--- src/rtl/bus_demux4.sv ---
// Single-master to four-slave bus demultiplexer with address decode,
// per-access timeout and a one-cycle registered completion strobe.
module bus_demux4 #(
  parameter int TIMEOUT = 16
) (
  input  logic        clk,
  input  logic        rstn,
  input  logic        m_req,
  input  logic        m_we,
  input  logic [31:0] m_addr,
  input  logic [31:0] m_wdata,
  output logic        m_ready,
  output logic [31:0] m_rdata,
  output logic        m_err,
  output logic [3:0]  s_sel,
  output logic        s_we,
  output logic [31:0] s_addr,
  output logic [31:0] s_wdata,
  input  logic [31:0] s_rdata0,
  input  logic [31:0] s_rdata1,
  input  logic [31:0] s_rdata2,
  input  logic [31:0] s_rdata3,
  input  logic [3:0]  s_ack,
  output logic [1:0]  state_dbg
);

  typedef enum logic [1:0] {
    ST_IDLE   = 2'd0,
    ST_ACCESS = 2'd1,
    ST_DONE   = 2'd2
  } state_t;

  localparam logic [4:0] CNT_LAST = 5'(TIMEOUT - 1);

  // Handshake: the master holds m_req and its qualifiers stable until the
  // single-cycle m_ready strobe; a slave completes by raising its s_ack bit
  // while selected, and acks from any other slave are ignored.

  state_t      state, state_n;
  logic [4:0]  cnt, cnt_n;
  logic [1:0]  tgt, tgt_n;
  logic [3:0]  sel_n;
  logic        we_n;
  logic [31:0] addr_n;
  logic [31:0] wdata_n;
  logic        ready_n;
  logic        err_n;
  logic [31:0] rdata_n;

  logic        dec_hit;
  logic [1:0]  dec_idx;
  logic [31:0] rd_mux;
  logic        tgt_ack;

  always_comb begin
    dec_hit = 1'b1;
    dec_idx = 2'd0;
    case (m_addr[31:28])
      4'h0:    dec_idx = 2'd0;
      4'h1:    dec_idx = 2'd1;
      4'hE:    dec_idx = 2'd2;
      4'hF:    dec_idx = 2'd3;
      default: dec_hit = 1'b0;
    endcase
  end

  always_comb begin
    rd_mux = s_rdata0;
    case (tgt)
      2'd0: rd_mux = s_rdata0;
      2'd1: rd_mux = s_rdata1;
      2'd2: rd_mux = s_rdata2;
      2'd3: rd_mux = s_rdata3;
      default: rd_mux = s_rdata0;
    endcase
  end

  assign tgt_ack = s_ack[tgt];

  always_comb begin
    state_n = state;
    cnt_n   = cnt;
    tgt_n   = tgt;
    sel_n   = s_sel;
    we_n    = s_we;
    addr_n  = s_addr;
    wdata_n = s_wdata;
    ready_n = 1'b0;
    err_n   = 1'b0;
    rdata_n = 32'd0;

    case (state)
      ST_IDLE: begin
        if (m_req) begin
          we_n    = m_we;
          addr_n  = m_addr;
          wdata_n = m_wdata;
          cnt_n   = 5'd0;
          if (dec_hit) begin
            state_n = ST_ACCESS;
            tgt_n   = dec_idx;
            sel_n   = 4'b0001 << dec_idx;
          end else begin
            state_n = ST_DONE;
            sel_n   = 4'b0000;
            ready_n = 1'b1;
            err_n   = 1'b1;
          end
        end
      end

      ST_ACCESS: begin
        // An ack in the final timeout cycle still takes priority.
        if (tgt_ack) begin
          state_n = ST_DONE;
          sel_n   = 4'b0000;
          ready_n = 1'b1;
          rdata_n = s_we ? 32'd0 : rd_mux;
        end else if (cnt == CNT_LAST) begin
          state_n = ST_DONE;
          sel_n   = 4'b0000;
          ready_n = 1'b1;
          err_n   = 1'b1;
        end else begin
          cnt_n = cnt + 5'd1;
        end
      end

      ST_DONE: begin
        state_n = ST_IDLE;
      end

      default: begin
        state_n = ST_IDLE;
        cnt_n   = 5'd0;
        sel_n   = 4'b0000;
      end
    endcase
  end

  always_ff @(posedge clk) begin
    if (!rstn) begin
      state   <= ST_IDLE;
      cnt     <= 5'd0;
      tgt     <= 2'd0;
      s_sel   <= 4'b0000;
      s_we    <= 1'b0;
      s_addr  <= 32'd0;
      s_wdata <= 32'd0;
      m_ready <= 1'b0;
      m_err   <= 1'b0;
      m_rdata <= 32'd0;
    end else begin
      state   <= state_n;
      cnt     <= cnt_n;
      tgt     <= tgt_n;
      s_sel   <= sel_n;
      s_we    <= we_n;
      s_addr  <= addr_n;
      s_wdata <= wdata_n;
      m_ready <= ready_n;
      m_err   <= err_n;
      m_rdata <= rdata_n;
    end
  end

  assign state_dbg = state;

endmodule

--- config.mk ---
export PLATFORM = sky130hd
export DESIGN_NAME = bus_demux4
export DESIGN_NICKNAME = d
export VERILOG_FILES = /design/src/rtl/bus_demux4.sv
export SDC_FILE = /design/constraint.sdc
export NUM_CORES = 1
export LEC_CHECK = 0
export BUFFER_PORTS_ARGS = -buffer_cell sky130_fd_sc_hd__clkbuf_2
export CORE_AREA = 2 2 117 119
export DETAILED_ROUTE_END_ITERATION = 16
export DIE_AREA = 0 0 119 121
export PLACE_DENSITY_LB_ADDON = 0.25
export SETUP_SLACK_MARGIN = 0.02
export SYNTH_ARGS = -nofsm -noshare
export SYNTH_HDL_FRONTEND = slang
export SYNTH_SLANG_ARGS = --single-unit
--- constraint.sdc ---
create_clock -name clk -period 3.4 [get_ports clk]
set_input_delay 0.68 -clock clk [delete_from_list [all_inputs] [get_ports clk]]
set_output_delay 0.68 -clock clk [all_outputs]
set_load 0.1 [all_outputs]
After elaboration in Yosys (flattened, before gate mapping)
Index checks and enable logic that the tools add are counted.

word-level totals
  output and inout bits = 105
  flip-flop bits (word level) = 112

cells by class
  bitwise gates (word level) = 4
  muxes and demuxes = 26
  reductions and logical operators = 10
  equal/unequal tests = 13
  add/sub/neg operators = 1
  $lt $le $gt $ge = 1
  shifts and indexed selects = 1

operators with widths
  operator                                                               count
  32-bit one-hot mux with 4 select lines                                 1
  4-bit 2-to-1 mux                                                       4
  5-bit 2-to-1 mux                                                       3
  5-bit one-hot mux with 3 select lines                                  1
  4-bit one-hot mux with 3 select lines                                  1
  4-bit equality test, second input constant                             2
  2-bit 2-to-1 mux                                                       4
  4-bit OR reduction                                                     2
  1-bit 2-to-1 mux                                                       7
  2-bit equality test, second input constant                             3
  2-bit inequality test, second input constant                           3
  2-bit one-hot mux with 3 select lines                                  1
  3-bit AND reduction                                                    2
  5-bit by 1-bit adder with 5-bit output, second input constant          1
  5-bit by 4-bit equality test with 1-bit output, second input constant  1
  2-bit by 1-bit equality test with 1-bit output, second input constant  2
  4-bit by 1-bit equality test with 1-bit output, second input constant  1
  2-bit logical NOT                                                      2
  4-bit logical NOT                                                      1
  1-bit inverter                                                         4
  1-bit one-hot mux with 2 select lines                                  2
  2-bit one-hot mux with 2 select lines                                  1
  2-bit AND reduction                                                    2
  4-bit AND reduction                                                    1
  4 further kinds                                                        4

Depth between registers and ports, before layout
Gate-level depths: netlist of the first run.

  word-level depth = 6
  depth in mapped cells = 7

Least setup slack after synthesis of the first run
Ideal clock, no wire load.

  path kind = reg2reg
  from = register state[1], in the netlist state_dbg[1]
  to = register s_addr[2]
  clock period less this slack = 2.197 ns
  library setup time = 0.070 ns
  slack = 1.203 ns
  arrival time = 2.127 ns
  cell stages (with the launch flop) = 8
  cells stage by stage = dfxtp_1 > buf_2 > or3b_1 > clkbuf_1 > buf_2 > buf_2 > nand2_1 > a21oi_1

on the way
  longest elaborated chain between the ends = 2

ends and longest elaborated chain
  what                                  RTL line  RTL
  start, declared                       39        state_t state, state_n;
  start signal, assigned                154       state <= state_n;
  2-bit logical NOT                     92        case (state)
  2-bit AND reduction (no source line)  --
  end signal, assigned                  159       s_addr <= addr_n;
  end, declared                         17        output logic [31:0] s_addr,

No other way between the ends.
A chain may end at the register's enable or synchronous reset.

Worst setup path after layout of the first run
  from = register state[1], in the netlist state_dbg[1]
  to = output port state_dbg[1]

RTL lines
  what           RTL line  RTL
  end, declared  24        output logic [1:0] state_dbg

No word-level cell between the ends.

==> results of run 1 <==
[layout by cell type (no fill, tap or decap), types with 2 or more instances in the layout]
| cell | instances |
|---|---|
| clkbuf_2 | 304 |
| nand2_1 | 134 |
| dfxtp_1 | 110 |
| a21oi_1 | 69 |
| nor2b_1 | 35 |
| mux4_2 | 32 |
| clkbuf_16 | 9 |
| buf_4 | 7 |
| inv_1 | 5 |
| and3_1 | 5 |
| nor3_1 | 5 |
| nand3_1 | 5 |
| nor2_1 | 4 |
| a22o_1 | 4 |
| mux2i_1 | 3 |
| o21ai_0 | 3 |
| diode_2 | 2 |
| a22oi_1 | 2 |
| o311ai_0 | 2 |
| nand4_1 | 2 |
| a211oi_1 | 2 |
| ha_1 | 2 |
| bufinv_16 | 2 |
| dfxtp_2 | 2 |
[final cells by class]
class,instances,area [µm²]
Fill cell,1275,6526
Sequential cell,112,2245
Clock inverter,4,77.57
Tap cell,176,220.2
Timing Repair Buffer,311,1574
Inverter,6,22.52
Antenna cell,2,5.005
Clock buffer,11,242.7
Multi-Input combinational cell,322,2172
[final timing paths]
path,from,endpoint,slack (ps),cells past startpoint
min reg2reg,s_addr[25],s_addr[25],450,2
max reg2reg,cnt[1],s_sel[3],1240,7
min,s_addr[25],s_addr[25],450,2
max,state_dbg[1],state_dbg[1],1220,1
[stage by stage]
stage          cells  power, µW  cell area, µm²  hold WS (ps)  worst slack [ps]
2_1_floorplan    477       2065            4616         482.5              1203
3_3_place_gp     927       2274            6233         443.1              1216
3_5_place_dp     927       2286            6233         446.7              1143
4_1_cts          942       3433            6554         457.1              1211
5_1_grt          944       3530            6559         469.2              1064
6_report         944       3387            6559         454.6              1224
[sequential cells by signal, summed over array words and instances, names as in the netlist]
name,count
cnt,5
m_err,1
m_rdata,32
m_ready,1
s_addr,32
s_sel,4
s_wdata,32
s_we,1
state_dbg,2
tgt,2
[power by group]
group          leakage, µW  switching [µW]  internal (µW)
registers         0.000915            40.6           1370
clock network     0.000156             470            667
logic              0.00198             615            223
[layer usage]
layer / vias to the layer above / part of all wire [%] / GRT usage, %
li1: 2211 / - / -
met4: 0 / 3.2 / 8.929
met1: 2122 / 38 / 22.17
met3: 26 / 8.4 / 7.989
met5: - / 0 / 0
met2: 201 / 50 / 35.34
[cells by family (layout without fill, tap and decap cells)]
logic type      Yosys count  count (layout)  share of synthesized area, %
compound gates           88              88                         10.60
fa+ha+maj                 2               2                        0.5421
buf+inv                  43             332                         4.500
flops                   112             112                         48.58
mux                      36              36                         16.51
other cells               0               2                             0
simple gates            196             196                         19.27
==> results.md, run 1 <==
- Status: completed
- Final wirelength: 14630 µm
- Setup Skew: 9.914 ps
- Syn. warnings: 0
- Site Rows: 42
- Crit path DAT: 1500 ps
- Grt total ovfl: 0
- Sequential area share after synthesis: 48.58%
- Post-synth top cells: nand2_1, dfxtp_1, a21oi_1
- Worst path bufs/invs: 1
- Fraction of registers with async set/reset: 0%
- Leak: 0.003052 µW
- Setup_tns: 0 ps
- Full die area: 0.01440 mm²
- Share of cells above drive strength 1: 47.52%
- Vias per inst: 4.831
- Final setup vio count: 0
- Max Freq: 0.4596 GHz
- Most used DFF post-synth: dfxtp_1
- CTS tree: yes
- Max Cap Viol: 0
- Critical path type: flop to primary output
- Initial antenna violation count: 2
- WP data required: 2720 ps
- Slowest CP cell: dfxtp_1
- Worst relative slew slack: 57.56%
- # DRC: 0
- Register bit count reported by yosys: 112
- Vias in the first global route: 4579
- Maximum VDD drop: 0.3983 mV
- H-tree levels: 3
- Post-synth cell types: 36
- Worst-Margin Slew: 636.6 ps
- Final nets: 964
- Unrepaired setup endpoints after global routing: no
- CP Launch Type: flop
- PD cells: 516.4 mW/mm²
- HPWL Detailed: 11680 µm
- CTS Hold Buffers Added: 0
- DR pass1 iterations: 4
- Synth top area share: 48.58%
- Initial DRC Count: 212
- Most common cell in the netlist: nand2_1
- Die Wd: 119 µm
- Synth top area cells: dfxtp_1, mux4_2, nand2_1
- Via count of the routed design: 4560
- Largest stage delay, worst path: 600 ps
- Largest net degree at the start of global routing: 64
- Clock Tree Buf Depth: 2
- GP Congestion: 0.8442
- Routed wire length per instance: 15.49 µm
- I/O pin cnt: 305
- Core Util, Final: 50.12%
- Global-route wire length before repair: 22970 µm
- Core area: 0.01309 mm²
- CP Max Fanout: 12
- Mapped Cells: 477
- Starting density of the core: 35.27%
- Clock slew at reported path FFs: 70 ps
- CTS sink count: 112
- Clock latency on the worst-skew pair: 350 ps
- Fin. Hold Viols: 0
- CTS Buf Count: 9
- Post-CTS Setup Repair Bufs: 0
- Crit end category: primary output
- Number of flops mapped to enable cells by yosys: 0
- Synth Net Count: 679
- Synth Cell Area: 0.004616 mm²
- Fin crit period: 2176 ps
- Synthesis-to-layout area growth: 42.10%
- Port Buffer Count: 304
- Syn_area_per_cell: 9.676 µm²
- Cell family with most CP delay: flip-flops
- Hold/Removal Path Class: flop to flop
- Clk root buf: clkbuf_16
- Post-CTS sizing: 0
- DIE HEIGHT: 121 µm
- Cells along the critical path: clkbuf_2
- Crit share post-route: 63.99%
- Routed Antenna Nets: 0
- Cell taking the most area after synthesis: dfxtp_1
- Max Slew Vio Count: 0
- Total GRT Usage: 20.42%
No activity file was read; power rests on OpenSTA's default activity.
==> inputs of run 2 (changes only) <==
- CORE_AREA: 2 2 117 119 -> 2 2 118 120
- DIE_AREA: 0 0 119 121 -> 0 0 120 122
- clock period: 3.4 -> 2.1 ns (I/O delays scaled with it)
==> results.md, run 2 (synthesis gave the netlist of run 1 again) <==
- Crit share post-route: 93.12%
- HPWL Detailed: 11380 µm
- Worst path bufs/invs: 0
- PD cells: 816.3 mW/mm²
- Die Wd: 120 µm
- Largest net degree at the start of global routing: 55
- Final nets: 971
- Core Util, Final: 49.22%
- Max Cap Viol: 0
- Setup_tns: 0 ps
- Maximum VDD drop: 0.3962 mV
- Leak: 0.003094 µW
- Initial DRC Count: 211
- Vias per inst: 4.797
- Port Buffer Count: 304
- Routed wire length per instance: 15.13 µm
- Setup Skew: 7.450 ps
- WP data required: 2350 ps
- Non-Filler Instances: 955
- Fin crit period: 1956 ps
- CP Launch Type: flop
- Clock latency on the worst-skew pair: 350 ps
- Grt total ovfl: 0
- Vias in the first global route: 4402
- Max Freq: 0.5114 GHz
- Share of cells above drive strength 1: 49.10%
- Clock slew at reported path FFs: 80 ps
- Critical path type: flop to flop
- Via count of the routed design: 4581
- Post-CTS Setup Repair Bufs: 0
- Status: completed
- Global-route wire length before repair: 21930 µm
- Max Slew Vio Count: 0
- Top cell by count, worst path: ha_1
- DIE HEIGHT: 122 µm
- CTS sink count: 112
- Final setup margin: 144.5 ps
- Full die area: 0.01464 mm²
- Worst relative slew slack: 61.56%
- CTS tree: yes
- Unrepaired setup endpoints after global routing: no
- Inst Count DP: 938
- Top Registers: m_rdata: 32 flops, s_addr: 32 flops, s_wdata: 32 flops
- Clock Tree Buf Depth: 2
- Initial antenna violation count: 1
- I/O pin cnt: 305
- Largest stage delay, worst path: 500 ps
- Cell family with most CP delay: simple AND/OR/NAND/NOR gates
- Final setup vio count: 0
- Site Rows: 43
- DR pass1 iterations: 4
- Hold/Removal Path Class: primary input to flop
- Clk root buf: clkbuf_16
- Core area: 0.01350 mm²
- Fin. Hold Viols: 0
- # DRC: 0
- # fillers: 1315
- Most frequent cells in the layout: clkbuf_2, nand2_1, dfxtp_1, a21oi_1, nor2b_1
- CP Max Fanout: 4
- Cells along the critical path: ha_1 > and3_1 > ha_1 > nor2b_2 > a22oi_2 > or4b_1 > o311ai_0
- Total GRT Usage: 19.27%
- CTS Hold Buffers Added: 0
- Crit path DAT: 2200 ps
- H-tree levels: 3
- CTS Buf Count: 9
- Final wirelength: 14450 µm
- Starting density of the core: 34.18%
- Most common cell after layout, fill and taps aside: clkbuf_2
- Pre-CTS worst setup slack: 113.5 ps
- GP Congestion: 0.8526
- Routed Antenna Nets: 0
- Synthesis-to-layout area growth: 44.00%
- Worst-Margin Slew: 579.1 ps
- Crit end category: flop
- Slowest CP cell: or4b_1
- Total power draw: 5425 µW
## run 2: cell count changes in the layout (fill, tap and decap cells not counted), sizes merged
cell,previous run,this run
buf,7,14
bufinv,2,1
clkbuf,315,313
clkinv,1,3
clkinvlp,0,1
diode,2,1
inv,7,8
## run 2: repair_timing
| item | CTS | global route |
|---|---|---|
| hold endpoints to repair | 0 | 0 |
| resized for setup | 0 | 5 |
| endpoints found under the setup margin | 0 | 7 |
## run 2: cell type report
class | count | area [µm²] | area share [%]
antenna | 1 | 2.502 | 0.03765
multi-input combinational | 322 | 2191 | 32.96
inverter | 6 | 22.52 | 0.3389
sequential | 112 | 2248 | 33.83
clock inverter | 7 | 80.08 | 1.205
timing repair buffer | 318 | 1652 | 24.85
clock buffer | 9 | 225.2 | 3.389
tap | 180 | 225.2 | 3.389
## run 2: final timing paths
check             cells past startpoint  slack (ps)        start          end
setup / recovery                      7         140       cnt[0]       cnt[2]
hold / removal                        3         280  m_wdata[30]  s_wdata[30]
setup reg to reg                      7         140       cnt[0]       cnt[2]
hold reg to reg                       2         460   s_addr[23]   s_addr[23]
## run 2: routing by layer
metal	vias up	global-route usage (%)	share of wire, %	wire [µm]
li1	2230	-	-	-
met1	2135	22.28	39	5614
met2	190	33.31	50	7263
met3	26	5.384	8.1	1167
met4	0	8.529	2.8	402
met5	-	0	0	0
## run 2: report_power, final
group	total, µW	switching [µW]	internal, µW
Clock	1760	815	941
Combinational	1390	1010	383
Sequential	2280	58.4	2220
## run 2: stage by stage
step / instance area (µm²) / hold slack, ps
5_1_grt: 6646 / 272.1
3_3_place_gp: 6319 / 442.8
4_1_cts: 6624 / 266.1
2_1_floorplan: 4618 / 482.5
3_5_place_dp: 6319 / 446.7
6_report: 6646 / 284.9
## run 2: worst min-delay path, stage by stage
cell      delay [ps]
clkbuf_2          80
nand2_1           40
a21oi_1           50
